$ cat config.mk
export PLATFORM = sky130hd
export DESIGN_NAME = ctrl_pipe_flat
export DESIGN_NICKNAME = d
export VERILOG_FILES = /design/src/rtl/ctrl_pipe_if.sv /design/src/rtl/ctrl_pipe.sv /design/src/flat_wrapper.sv
export SDC_FILE = /design/constraint.sdc
export NUM_CORES = 1
export LEC_CHECK = 0
export BUFFER_PORTS_ARGS = -buffer_cell sky130_fd_sc_hd__buf_2
export CORE_AREA = 5 5 104 126
export CTS_BUF_LIST = sky130_fd_sc_hd__clkbuf_2
export CTS_CLUSTER_SIZE = 30
export DETAILED_ROUTE_END_ITERATION = 8
export DIE_AREA = 0 0 109 131
export GPL_TIMING_DRIVEN = 0
export PLACE_DENSITY = 0.82
export SKIP_LAST_GASP = 1
export SYNTH_ARGS = -nofsm -noshare
export SYNTH_HDL_FRONTEND = slang
export SYNTH_SLANG_ARGS = --single-unit
$ cat constraint.sdc
create_clock -name clk -period 3.85 [get_ports clk]
set_input_delay 0.385 -clock clk [delete_from_list [all_inputs] [get_ports clk]]
set_output_delay 0.385 -clock clk [all_outputs]
set_load 0.01 [all_outputs]
$ cat src/rtl/ctrl_pipe_if.sv
// ctrl_pipe_if: bundle between the decode-stage control pipeline and the core.
//   master (core side) drives: instr_D, valid_D, stall_ext, flush_E
//   slave  (ctrl_pipe)  drives: stall_D, instr_s, regwrite_s, waddr_s, tnew_s,
//                               memwrite_M, memtoreg_M, size_M, ldsign_M, link_M
// Per-stage outputs are packed; slice k belongs to stage k (0 = E).
interface ctrl_pipe_if #(
    parameter int NSTAGE = 3,
    parameter int TW     = 2
);
    logic [31:0]          instr_D;
    logic                 valid_D;
    logic                 stall_ext;
    logic                 flush_E;
    logic                 stall_D;
    logic [32*NSTAGE-1:0] instr_s;
    logic [NSTAGE-1:0]    regwrite_s;
    logic [5*NSTAGE-1:0]  waddr_s;
    logic [TW*NSTAGE-1:0] tnew_s;
    logic                 memwrite_M;
    logic                 memtoreg_M;
    logic [1:0]           size_M;
    logic                 ldsign_M;
    logic                 link_M;

    modport master (
        output instr_D, valid_D, stall_ext, flush_E,
        input  stall_D, instr_s, regwrite_s, waddr_s, tnew_s,
               memwrite_M, memtoreg_M, size_M, ldsign_M, link_M
    );

    modport slave (
        input  instr_D, valid_D, stall_ext, flush_E,
        output stall_D, instr_s, regwrite_s, waddr_s, tnew_s,
               memwrite_M, memtoreg_M, size_M, ldsign_M, link_M
    );
endinterface

$ cat src/rtl/ctrl_pipe.sv
// ctrl_pipe: decodes the D-stage instruction once into a control word and
// carries it through NSTAGE pipeline registers (E, M, W, ...). Tnew counts
// down as the word moves; D-stage stall is derived from Tnew vs. Tuse.
// Ports:
//   clk   - clock, all state on rising edge
//   reset - asynchronous active-high reset, every stage becomes a bubble
//   bus   - ctrl_pipe_if slave: D-stage inputs, stall_D, per-stage controls
//           and the memory controls of stage MEM_STAGE (*_M)
module ctrl_pipe #(
    parameter int NSTAGE    = 3,
    parameter int MEM_STAGE = 1,
    parameter int TW        = 2
) (
    input  logic        clk,
    input  logic        reset,
    ctrl_pipe_if.slave  bus
);
    typedef struct packed {
        logic [31:0]   instr;
        logic          regwrite;
        logic [4:0]    waddr;
        logic [TW-1:0] tnew;
        logic          memwrite;
        logic          memtoreg;
        logic [1:0]    size;
        logic          ldsign;
        logic          link;
    } ctrl_t;

    localparam logic [5:0] OP_SPECIAL = 6'h00, OP_REGIMM = 6'h01, OP_JAL = 6'h03,
                           OP_BEQ = 6'h04, OP_BNE = 6'h05, OP_ADDI = 6'h08,
                           OP_ADDIU = 6'h09, OP_SLTI = 6'h0a, OP_SLTIU = 6'h0b,
                           OP_ANDI = 6'h0c, OP_ORI = 6'h0d, OP_XORI = 6'h0e,
                           OP_LUI = 6'h0f, OP_LB = 6'h20, OP_LH = 6'h21,
                           OP_LW = 6'h23, OP_LBU = 6'h24, OP_LHU = 6'h25,
                           OP_SB = 6'h28, OP_SH = 6'h29, OP_SW = 6'h2b;
    localparam logic [5:0] F_SLL = 6'h00, F_SRL = 6'h02, F_SRA = 6'h03,
                           F_SLLV = 6'h04, F_SRLV = 6'h06, F_JR = 6'h08,
                           F_JALR = 6'h09, F_ADD = 6'h20, F_ADDU = 6'h21,
                           F_SUB = 6'h22, F_SUBU = 6'h23, F_AND = 6'h24,
                           F_OR = 6'h25, F_XOR = 6'h26, F_NOR = 6'h27,
                           F_SLT = 6'h2a, F_SLTU = 6'h2b;

    ctrl_t   r_stage [NSTAGE];
    ctrl_t   w_next  [NSTAGE];
    ctrl_t   w_dec;
    logic    w_wen, w_rs_use, w_rt_use, w_rs_hit, w_rt_hit, w_hazard, w_stall;
    logic [4:0]    w_wsel;
    logic [TW-1:0] w_rs_tuse, w_rt_tuse, w_rs_tnew, w_rt_tnew;

    wire [5:0] w_op    = bus.instr_D[31:26];
    wire [4:0] w_rs    = bus.instr_D[25:21];
    wire [4:0] w_rt    = bus.instr_D[20:16];
    wire [4:0] w_rd    = bus.instr_D[15:11];
    wire [5:0] w_funct = bus.instr_D[5:0];

    // Decode: control word plus which operands are read and when (Tuse).
    always_comb begin
        w_dec       = '0;
        w_dec.instr = bus.instr_D;
        w_wen       = 1'b0;
        w_wsel      = 5'd0;
        w_rs_use    = 1'b0;
        w_rt_use    = 1'b0;
        w_rs_tuse   = '0;
        w_rt_tuse   = '0;
        case (w_op)
            OP_SPECIAL: begin
                case (w_funct)
                    F_ADDU, F_SUBU, F_ADD, F_SUB, F_AND, F_OR, F_XOR, F_NOR,
                    F_SLT, F_SLTU, F_SLLV, F_SRLV: begin
                        w_wen = 1'b1; w_wsel = w_rd; w_dec.tnew = TW'(1);
                        w_rs_use = 1'b1; w_rs_tuse = TW'(1);
                        w_rt_use = 1'b1; w_rt_tuse = TW'(1);
                    end
                    // constant shifts read only rt
                    F_SLL, F_SRL, F_SRA: begin
                        w_wen = 1'b1; w_wsel = w_rd; w_dec.tnew = TW'(1);
                        w_rt_use = 1'b1; w_rt_tuse = TW'(1);
                    end
                    F_JR: begin
                        w_rs_use = 1'b1;
                    end
                    F_JALR: begin
                        w_wen = 1'b1; w_wsel = w_rd; w_dec.link = 1'b1;
                        w_rs_use = 1'b1;
                    end
                    default: ;
                endcase
            end
            OP_ADDI, OP_ADDIU, OP_SLTI, OP_SLTIU, OP_ANDI, OP_ORI, OP_XORI, OP_LUI: begin
                w_wen = 1'b1; w_wsel = w_rt; w_dec.tnew = TW'(1);
                w_rs_use = (w_op != OP_LUI); w_rs_tuse = TW'(1);
            end
            OP_LB, OP_LH, OP_LW, OP_LBU, OP_LHU: begin
                w_wen = 1'b1; w_wsel = w_rt; w_dec.tnew = TW'(2);
                w_dec.memtoreg = 1'b1;
                w_dec.size     = (w_op == OP_LW) ? 2'd2 :
                                 (w_op == OP_LH || w_op == OP_LHU) ? 2'd1 : 2'd0;
                w_dec.ldsign   = (w_op == OP_LB || w_op == OP_LH);
                w_rs_use = 1'b1; w_rs_tuse = TW'(1);
            end
            OP_SB, OP_SH, OP_SW: begin
                w_dec.memwrite = 1'b1;
                w_dec.size     = (w_op == OP_SW) ? 2'd2 : (w_op == OP_SH) ? 2'd1 : 2'd0;
                w_rs_use = 1'b1; w_rs_tuse = TW'(1);
                w_rt_use = 1'b1; w_rt_tuse = TW'(2);
            end
            OP_JAL: begin
                w_wen = 1'b1; w_wsel = 5'd31; w_dec.link = 1'b1;
            end
            OP_REGIMM: begin
                w_rs_use = 1'b1;
                // bgezal / bltzal link whether or not the branch is taken
                if (w_rt == 5'b10001 || w_rt == 5'b10000) begin
                    w_wen = 1'b1; w_wsel = 5'd31; w_dec.link = 1'b1;
                end
            end
            OP_BEQ, OP_BNE: begin
                w_rs_use = 1'b1;
                w_rt_use = 1'b1;
            end
            default: ;
        endcase
        w_dec.waddr    = w_wsel;
        w_dec.regwrite = w_wen && (w_wsel != 5'd0);
    end

    // Youngest matching producer wins: scan oldest to youngest, last hit sticks.
    always_comb begin
        w_rs_hit  = 1'b0;
        w_rt_hit  = 1'b0;
        w_rs_tnew = '0;
        w_rt_tnew = '0;
        for (int k = NSTAGE - 1; k >= 0; k--) begin
            if (r_stage[k].regwrite && r_stage[k].waddr == w_rs) begin
                w_rs_hit  = 1'b1;
                w_rs_tnew = r_stage[k].tnew;
            end
            if (r_stage[k].regwrite && r_stage[k].waddr == w_rt) begin
                w_rt_hit  = 1'b1;
                w_rt_tnew = r_stage[k].tnew;
            end
        end
        w_hazard = bus.valid_D &&
                   ((w_rs_use && w_rs != 5'd0 && w_rs_hit && w_rs_tnew > w_rs_tuse) ||
                    (w_rt_use && w_rt != 5'd0 && w_rt_hit && w_rt_tnew > w_rt_tuse));
    end

    assign w_stall     = w_hazard | bus.stall_ext;
    assign bus.stall_D = w_stall;

    // Stage 0 takes D or a bubble; later stages always shift, Tnew saturates at 0.
    always_comb begin
        w_next[0] = (bus.flush_E || w_stall || !bus.valid_D) ? '0 : w_dec;
        for (int k = 1; k < NSTAGE; k++) begin
            w_next[k] = r_stage[k-1];
            if (r_stage[k-1].tnew != '0)
                w_next[k].tnew = r_stage[k-1].tnew - TW'(1);
        end
    end

    always_ff @(posedge clk or posedge reset) begin
        if (reset) begin
            for (int k = 0; k < NSTAGE; k++)
                r_stage[k] <= '0;
        end else begin
            for (int k = 0; k < NSTAGE; k++)
                r_stage[k] <= w_next[k];
        end
    end

    genvar gi;
    generate
        for (gi = 0; gi < NSTAGE; gi++) begin : g_out
            assign bus.instr_s[gi*32 +: 32]  = r_stage[gi].instr;
            assign bus.regwrite_s[gi]        = r_stage[gi].regwrite;
            assign bus.waddr_s[gi*5 +: 5]    = r_stage[gi].waddr;
            assign bus.tnew_s[gi*TW +: TW]   = r_stage[gi].tnew;
        end
    endgenerate

    assign bus.memwrite_M = r_stage[MEM_STAGE].memwrite;
    assign bus.memtoreg_M = r_stage[MEM_STAGE].memtoreg;
    assign bus.size_M     = r_stage[MEM_STAGE].size;
    assign bus.ldsign_M   = r_stage[MEM_STAGE].ldsign;
    assign bus.link_M     = r_stage[MEM_STAGE].link;
endmodule

$ cat src/flat_wrapper.sv
// flat-port wrapper written by rule: the top's interface ports become plain ports
module ctrl_pipe_flat 
#(
    parameter int NSTAGE    = 3,
    parameter int MEM_STAGE = 1,
    parameter int TW        = 2
)
  (clk, reset, bus_instr_D, bus_valid_D, bus_stall_ext, bus_flush_E, bus_stall_D, bus_instr_s, bus_regwrite_s, bus_waddr_s, bus_tnew_s, bus_memwrite_M, bus_memtoreg_M, bus_size_M, bus_ldsign_M, bus_link_M);
  ctrl_pipe_if #(.NSTAGE(NSTAGE), .TW(TW)) bus_i ();
  input  logic clk;
  input  logic reset;
  input wire logic [$bits(bus_i.instr_D)-1:0] bus_instr_D;
  input wire logic [$bits(bus_i.valid_D)-1:0] bus_valid_D;
  input wire logic [$bits(bus_i.stall_ext)-1:0] bus_stall_ext;
  input wire logic [$bits(bus_i.flush_E)-1:0] bus_flush_E;
  output wire logic [$bits(bus_i.stall_D)-1:0] bus_stall_D;
  output wire logic [$bits(bus_i.instr_s)-1:0] bus_instr_s;
  output wire logic [$bits(bus_i.regwrite_s)-1:0] bus_regwrite_s;
  output wire logic [$bits(bus_i.waddr_s)-1:0] bus_waddr_s;
  output wire logic [$bits(bus_i.tnew_s)-1:0] bus_tnew_s;
  output wire logic [$bits(bus_i.memwrite_M)-1:0] bus_memwrite_M;
  output wire logic [$bits(bus_i.memtoreg_M)-1:0] bus_memtoreg_M;
  output wire logic [$bits(bus_i.size_M)-1:0] bus_size_M;
  output wire logic [$bits(bus_i.ldsign_M)-1:0] bus_ldsign_M;
  output wire logic [$bits(bus_i.link_M)-1:0] bus_link_M;
  assign bus_i.instr_D = bus_instr_D;
  assign bus_i.valid_D = bus_valid_D;
  assign bus_i.stall_ext = bus_stall_ext;
  assign bus_i.flush_E = bus_flush_E;
  assign bus_stall_D = bus_i.stall_D;
  assign bus_instr_s = bus_i.instr_s;
  assign bus_regwrite_s = bus_i.regwrite_s;
  assign bus_waddr_s = bus_i.waddr_s;
  assign bus_tnew_s = bus_i.tnew_s;
  assign bus_memwrite_M = bus_i.memwrite_M;
  assign bus_memtoreg_M = bus_i.memtoreg_M;
  assign bus_size_M = bus_i.size_M;
  assign bus_ldsign_M = bus_i.ldsign_M;
  assign bus_link_M = bus_i.link_M;
  ctrl_pipe #(.NSTAGE(NSTAGE), .MEM_STAGE(MEM_STAGE), .TW(TW)) u_core (.clk(clk), .reset(reset), .bus(bus_i));
endmodule
# --- Word-level counts from Yosys, hierarchy flattened ---
# Index checks and enable logic that the tools add are counted.
word_totals:
  input_bits: 37
  ram_bits: 0
  mem_bits_ro: 0
  elab_cells: 152
  latchBits: 0
  memories: 0
  register_bits: 132
classes:
  shift: 0
  eq_ne: 45
  n_mux: 40
  div: 0
  addsub: 2
  n_bitwise: 1
  n_reduce_logical: 40
  magnitude_cmp: 2
  multipliers: 0
op_table:
  columns: ["cell", "count"]
  rows:
  - ["6-bit equality test (second input constant)", 18]
  - ["6-bit by 4-bit equality test with 1-bit output (second input constant)", 10]
  - ["46-bit two-way mux", 1]
  - ["16-bit OR reduction", 2]
  - ["5-bit equality test", 6]
  - ["14-bit OR reduction", 2]
  - ["6-bit by 3-bit equality test with 1-bit output (second input constant)", 4]
  - ["2-bit two-way mux", 10]
  - ["5-bit one-hot mux with 4 select lines", 1]
  - ["6-bit by 2-bit equality test with 1-bit output (second input constant)", 3]
  - ["1-bit two-way mux", 18]
  - ["5-bit nonzero test", 3]
  - ["15-bit OR reduction", 1]
  - ["1-bit logical AND", 14]
  - ["13-bit OR reduction", 1]
  - ["6-bit zero test", 2]
  - ["2-bit one-hot mux with 2 select lines", 3]
  - ["12-bit OR reduction", 1]
  - ["11-bit OR reduction", 1]
  - ["5-bit equality test (second input constant)", 2]
  - ["5-bit two-way mux", 2]
  - ["5-bit OR reduction", 2]
  - ["1-bit one-hot mux with 3 select lines", 3]
  - ["8-bit OR reduction", 1]
  - ["other kinds (11)", 19]

# --- Longest topological paths before layout ---
depth:
  ltp_word: 13
  depth_mapped: 18
  mapped_depth_nobuf: 15

# --- Least setup slack after synthesis ---
# No wires, ideal clock.
synth_path:
  path_kind: "input port to output port"
  start: "input port bus_instr_D[17]"
  end: "output port bus_stall_D"
  t_arrival_ns: 2.682
  cell_stages: 14
  required_ns: 3.465
  setup_slack_ns: 0.783
  n_path_buf: 1
  cell_sequence: "clkbuf_1 > xor2_1 > nor4_1 > and3_1 > nor2_1 > a22oi_1 > nor2_1 > a21oi_1 > ha_1 > a21oi_1 > o21ai_0 > a221o_1 > o21ai_1 > a21o_1"
synth_between:
  elab_chain_len: 10
synth_lines:
  columns: ["item", "line", "rtl"]
  rows:
  - ["from (decl)", "flat_wrapper.sv:12", "input wire logic [$bits(bus_i.instr_D)-1:0] bus_instr_D;"]
  - ["5-bit equality test", "ctrl_pipe.sv:140", "if (r_stage[k].regwrite && r_stage[k].waddr == w_rt) begin"]
  - ["1-bit logical AND", "ctrl_pipe.sv:140", null]
  - ["2-bit two-way mux / 1-bit two-way mux (equally long branches) (3 in series)", "ctrl_pipe.sv:140", null]
  - ["2-bit > comparator / 1-bit logical AND (equally long branches)", "ctrl_pipe.sv:147", "(w_rt_use && w_rt != 5'd0 && w_rt_hit && w_rt_tnew > w_rt_tuse));"]
  - ["1-bit logical AND (*)", "ctrl_pipe.sv:147", null]
  - ["1-bit logical OR (*)", "ctrl_pipe.sv:146", "((w_rs_use && w_rs != 5'd0 && w_rs_hit && w_rs_tnew > w_rs_tuse) ||"]
  - ["1-bit logical AND (*)", "ctrl_pipe.sv:145", "w_hazard = bus.valid_D &&"]
  - ["1-bit OR (*)", "ctrl_pipe.sv:150", "assign w_stall = w_hazard | bus.stall_ext;"]
  - ["to (decl)", "flat_wrapper.sv:16", "output wire logic [$bits(bus_i.stall_D)-1:0] bus_stall_D;"]
# Mark *: on every way between the ends. The rest lies on a longest branch, timed or not.

# --- Worst setup path after layout ---
layout_path:
  start: "register u_core.r_stage, in the netlist u_core.bus.waddr_s[9]"
  end: "output port bus_stall_D"
layout_between:
  elab_chain_len: 9
layout_lines:
  columns: ["item", "line", "rtl"]
  rows:
  - ["from (decl)", "ctrl_pipe.sv:44", "ctrl_t r_stage [NSTAGE];"]
  - ["from (signal, indexed assignment)", "ctrl_pipe.sv:169", "r_stage[k] <= w_next[k];"]
  - ["5-bit equality test, on equally long branches", "ctrl_pipe.sv:136, ctrl_pipe.sv:140", null]
  - ["1-bit logical AND, on equally long branches", "ctrl_pipe.sv:136, ctrl_pipe.sv:140", null]
  - ["2-bit two-way mux (tied with other cells) (2 in series)", "ctrl_pipe.sv:136", "if (r_stage[k].regwrite && r_stage[k].waddr == w_rs) begin"]
  - ["2-bit > comparator (tied with other cells)", "ctrl_pipe.sv:146", null]
  - ["1-bit logical AND, on equally long branches", "ctrl_pipe.sv:146, ctrl_pipe.sv:147", null]
  - ["1-bit logical OR (*)", "ctrl_pipe.sv:146", null]
  - ["1-bit logical AND (*)", "ctrl_pipe.sv:145", null]
  - ["1-bit OR (*)", "ctrl_pipe.sv:150", null]
# Marked as above.

==> results.ini <==
[synthesis]
synth_ff_type = dfrtp_1
synth_fp_nets = 494
syn_inst = 454
synth-compound-area-share = 0.05252
syn_area_um2 = 5527
postSynthAreaPerCell_um2 = 12.17
yosys.area_share.adder = 0.006792
ys_warn_count = 0
synth-simple-area-share = 0.1080
synth_top_family_by_area = buffers and inverters
yosys.area_share.xor_xnor = 0.04754
synth_mux_area_frac = 0.003622
synth_seq_cells = 132
synth_edf_count = 0
yosysUniqueCellTypes = 45
yosysSeqAreaShare = 0.5977
async_flop_share = 1.000

[placement]
place_hpwl_um = 9284
place_area_um2 = 6563
routabilityCongestion = 0.8889
dp_cells = 772
pre_cts_ws_ns = 0.09147
port_buffers = 154

[critical_path]
crit_arrival_ns = 3.52
critPathKind = flop to output pin
cp.buffers_inverters = 1
endpoint_kind = output pin
reg2regPathDepth = 14
ff2ff_setup_slack_ns = 0.59
cp_max_fo = 3
rr_startpoint = u_core.bus.waddr_s[9]
critPathLaunch = u_core.bus.waddr_s[9]
crit_family = compound AO/OA/AOI/OAI gates
start_kind = flop
max_stage_delay_ns = 0.46
r2r_end = u_core.bus.instr_s[4]
crit_slowest_cell = dfrtp_2
crit_chain = xor2_1 > nor4_1 > and3_1 > nor2_2 > a22oi_2 > nor2_1 > a21oi_1 > ha_1 > a21oi_2 > o21ai_1 > a221o_1 > o21ai_4 > a21o_1 > buf_2
critPathRequiredTime_ns = 3.46

[global_route]
antenna_found_initial = 1
grt_overflow = 0
track_usage = 0.1873
grt_pass1_vias = 4087
grt_max_degree = 45
grt_pass1_wl_um = 20150

[timing]
rsz0062_at_grt = true
worst_slew_margin_rel = 0.6285
min_period_ns = 3.910
tightest_slew_ns = 0.5515
report.final.slew_viol_count = 0
fin_crit_sh = 1.016
tns_ns = -0.05986
fin_ws_ns = -0.05986
fin_hold_ws_ns = 0.1096
setup_viol = 1
final_hold_viol_count = 0
fmax_mhz = 255.8
clock_skew_ns = 0.01685

[floorplanning]
dieHeight_um = 131
num_rows = 44
start_util = 0.4669
core-area_um2 = 11840
dieArea_um2 = 14280
io_pins = 164
die_w_um = 109

[finish]
fin_util = 0.6147
drive_gt1_frac = 0.4978
regArea_um2 = 3306
fillers = 893
multiInputGateArea_um2 = 1235
final_nets = 718
synthToLayoutAreaGrowth_pct = 31.65
fin_cells = 853
final_area_um2 = 7276

[flow_run]
maxCapViolCount = 0

[routing]
drt_iter0_drc = 207
wirelength_um = 13220
drc = 0
vias = 4024
wl_per_cell_um = 15.49
first_pass_iters = 5
antenna_left = 0
vias_per_cell = 4.717

[worst_hold_path]
holdPathStages = 4
worstHoldEndpoint = u_core.r_stage[97]
min-delay-path-class = primary input to flop
hp-start = bus_flush_E

[pwr]
power_density_nw_per_um2 = 347.2
vdd_ir_drop_max_mv = 0.1976
leakagePower_nw = 4.202
power.total_mw = 2.526

[clocking]
htree_levels = 4
cts_made_buffers = 17
cts_tree = built
clk_path_buf_depth = 2
clock-sinks = 132
clk_latency_ns = 0.68
root_buffer = clkbuf_2
clkSlewWorstSetupHoldPaths_ns = 0.18

[outcome]
violations = setup timing
outcome = finished with violations

-- kinds of logic (layout without fill, tap and decap cells) --
group / Yosys count / after routing
XOR/XNOR: 30 / 30
buffers and inverters: 142 / 379
other: 0 / 1
adder cells (fa/ha/maj): 3 / 3
AO/OA/AOI/OAI: 43 / 43
flip-flops: 132 / 132
AND/OR/NAND/NOR: 102 / 102
multiplexers: 2 / 2
-- state kept, by name (all words and copies together) (netlist names) --
signal                 count
u_core.bus.waddr_s        15
u_core.bus.memtoreg_M      1
u_core.r_stage             6
u_core.bus.instr_s        96
u_core.bus.regwrite_s      3
u_core.bus.link_M          1
u_core.bus.memwrite_M      1
u_core.bus.tnew_s          6
u_core.bus.ldsign_M        1
u_core.bus.size_M          2
-- per-layer routing --
metal,vias up,global-route usage,part of all wire
li1,1826,-,-
met1,1978,0.1941,0.36
met2,187,0.3478,0.56
met3,33,0.05356,0.060
met4,0,0.08321,0.023
met5,-,0,0
-- worst min-delay path, stage by stage --
cell	delay [ns]
buf_2	0.08
nor2_1	0.05
nand2_1	0.18
nor3_1	0.07
-- layout by cell type, fill, tap and decap left out, types with 3 or more instances in the layout --
cell type,synthesis,routed
nand2_1,6,6
xnor2_1,10,10
bufinv_16,0,3
nor4_1,6,6
nor2_1,15,14
and2_1,34,34
clkinv_2,0,3
and3_1,9,9
dfrtp_1,132,130
buf_6,3,4
buf_2,2,156
ha_1,3,3
nor2b_1,4,4
clkinvlp_4,0,5
inv_1,6,5
a22oi_1,6,4
a21oi_1,7,6
xor2_1,20,20
buf_12,0,3
dlygate4sd3_1,0,27
clkinv_1,0,3
clkbuf_2,0,17
clkbuf_1,8,8
nand3_1,4,4
a21boi_0,6,6
nor3_1,9,9
buf_4,122,142
o21ai_0,9,7
nand2b_1,4,4
a31oi_1,3,3
-- synth_stat cells, types with 2 or more instances --
| library cell | number | area [µm²] |
|---|---|---|
| nor4_1 | 6 | 37.54 |
| nor3_1 | 9 | 45.04 |
| ha_1 | 3 | 37.54 |
| xnor2_1 | 10 | 87.58 |
| nand3_1 | 4 | 20.02 |
| a21oi_1 | 7 | 35.03 |
| a21boi_0 | 6 | 45.04 |
| nor2_1 | 15 | 56.30 |
| nand4_1 | 2 | 12.51 |
| buf_4 | 122 | 915.9 |
| inv_1 | 6 | 22.52 |
| buf_6 | 3 | 33.78 |
| mux2i_1 | 2 | 20.02 |
| and3_1 | 9 | 56.30 |
| a21o_1 | 2 | 15.01 |
| nand2b_1 | 4 | 25.02 |
| buf_2 | 2 | 10.01 |
| a22oi_1 | 6 | 45.04 |
| clkbuf_1 | 8 | 30.03 |
| nor2b_1 | 4 | 25.02 |
| o21ai_0 | 9 | 45.04 |
| or4_1 | 2 | 15.01 |
| and2_1 | 34 | 212.7 |
| dfrtp_1 | 132 | 3303 |
| a31oi_1 | 3 | 18.77 |
| xor2_1 | 20 | 175.2 |
| nand2_1 | 6 | 22.52 |
-- report_power, final --
| part | switching, mW | internal [mW] | leakage (nW) |
|---|---|---|---|
| logic | 0.129 | 0.120 | 2.25 |
| registers | 0.0159 | 1.42 | 1.82 |
| clock network | 0.492 | 0.353 | 0.139 |
-- worst max path at each step --
stage / end / slack (ns) / cells past startpoint
after floorplan: bus_stall_D / 0.78 / 14
after global placement: bus_stall_D / 0.18 / 15
after detailed placement: bus_stall_D / 0.09 / 15
after CTS: bus_stall_D / 0.03 / 14
after global routing: bus_stall_D / -0.34 / 14
final: bus_stall_D / -0.06 / 14
-- what timing repair did --
action,CTS,global route
resized for setup,4,7
setup endpoints to repair,1,1
hold buffers,27,0
pin swaps,3,7
buffers inserted,16,5
endpoints found under the hold margin,71,0
-- area by class of cell --
| cell class | count | share of cell area |
|---|---|---|
| diodes | 1 | 0.0003439 |
| plain buffers | 136 | 0.1365 |
| clock buffers | 17 | 0.01169 |
| clock inverters | 15 | 0.02253 |
| inverters | 6 | 0.003611 |
| multi-input cells | 180 | 0.1697 |
| flip-flops and latches | 132 | 0.4543 |
| well taps | 161 | 0.02769 |
| repair buffers | 205 | 0.1735 |
Power figures use the tool's default switching activity.
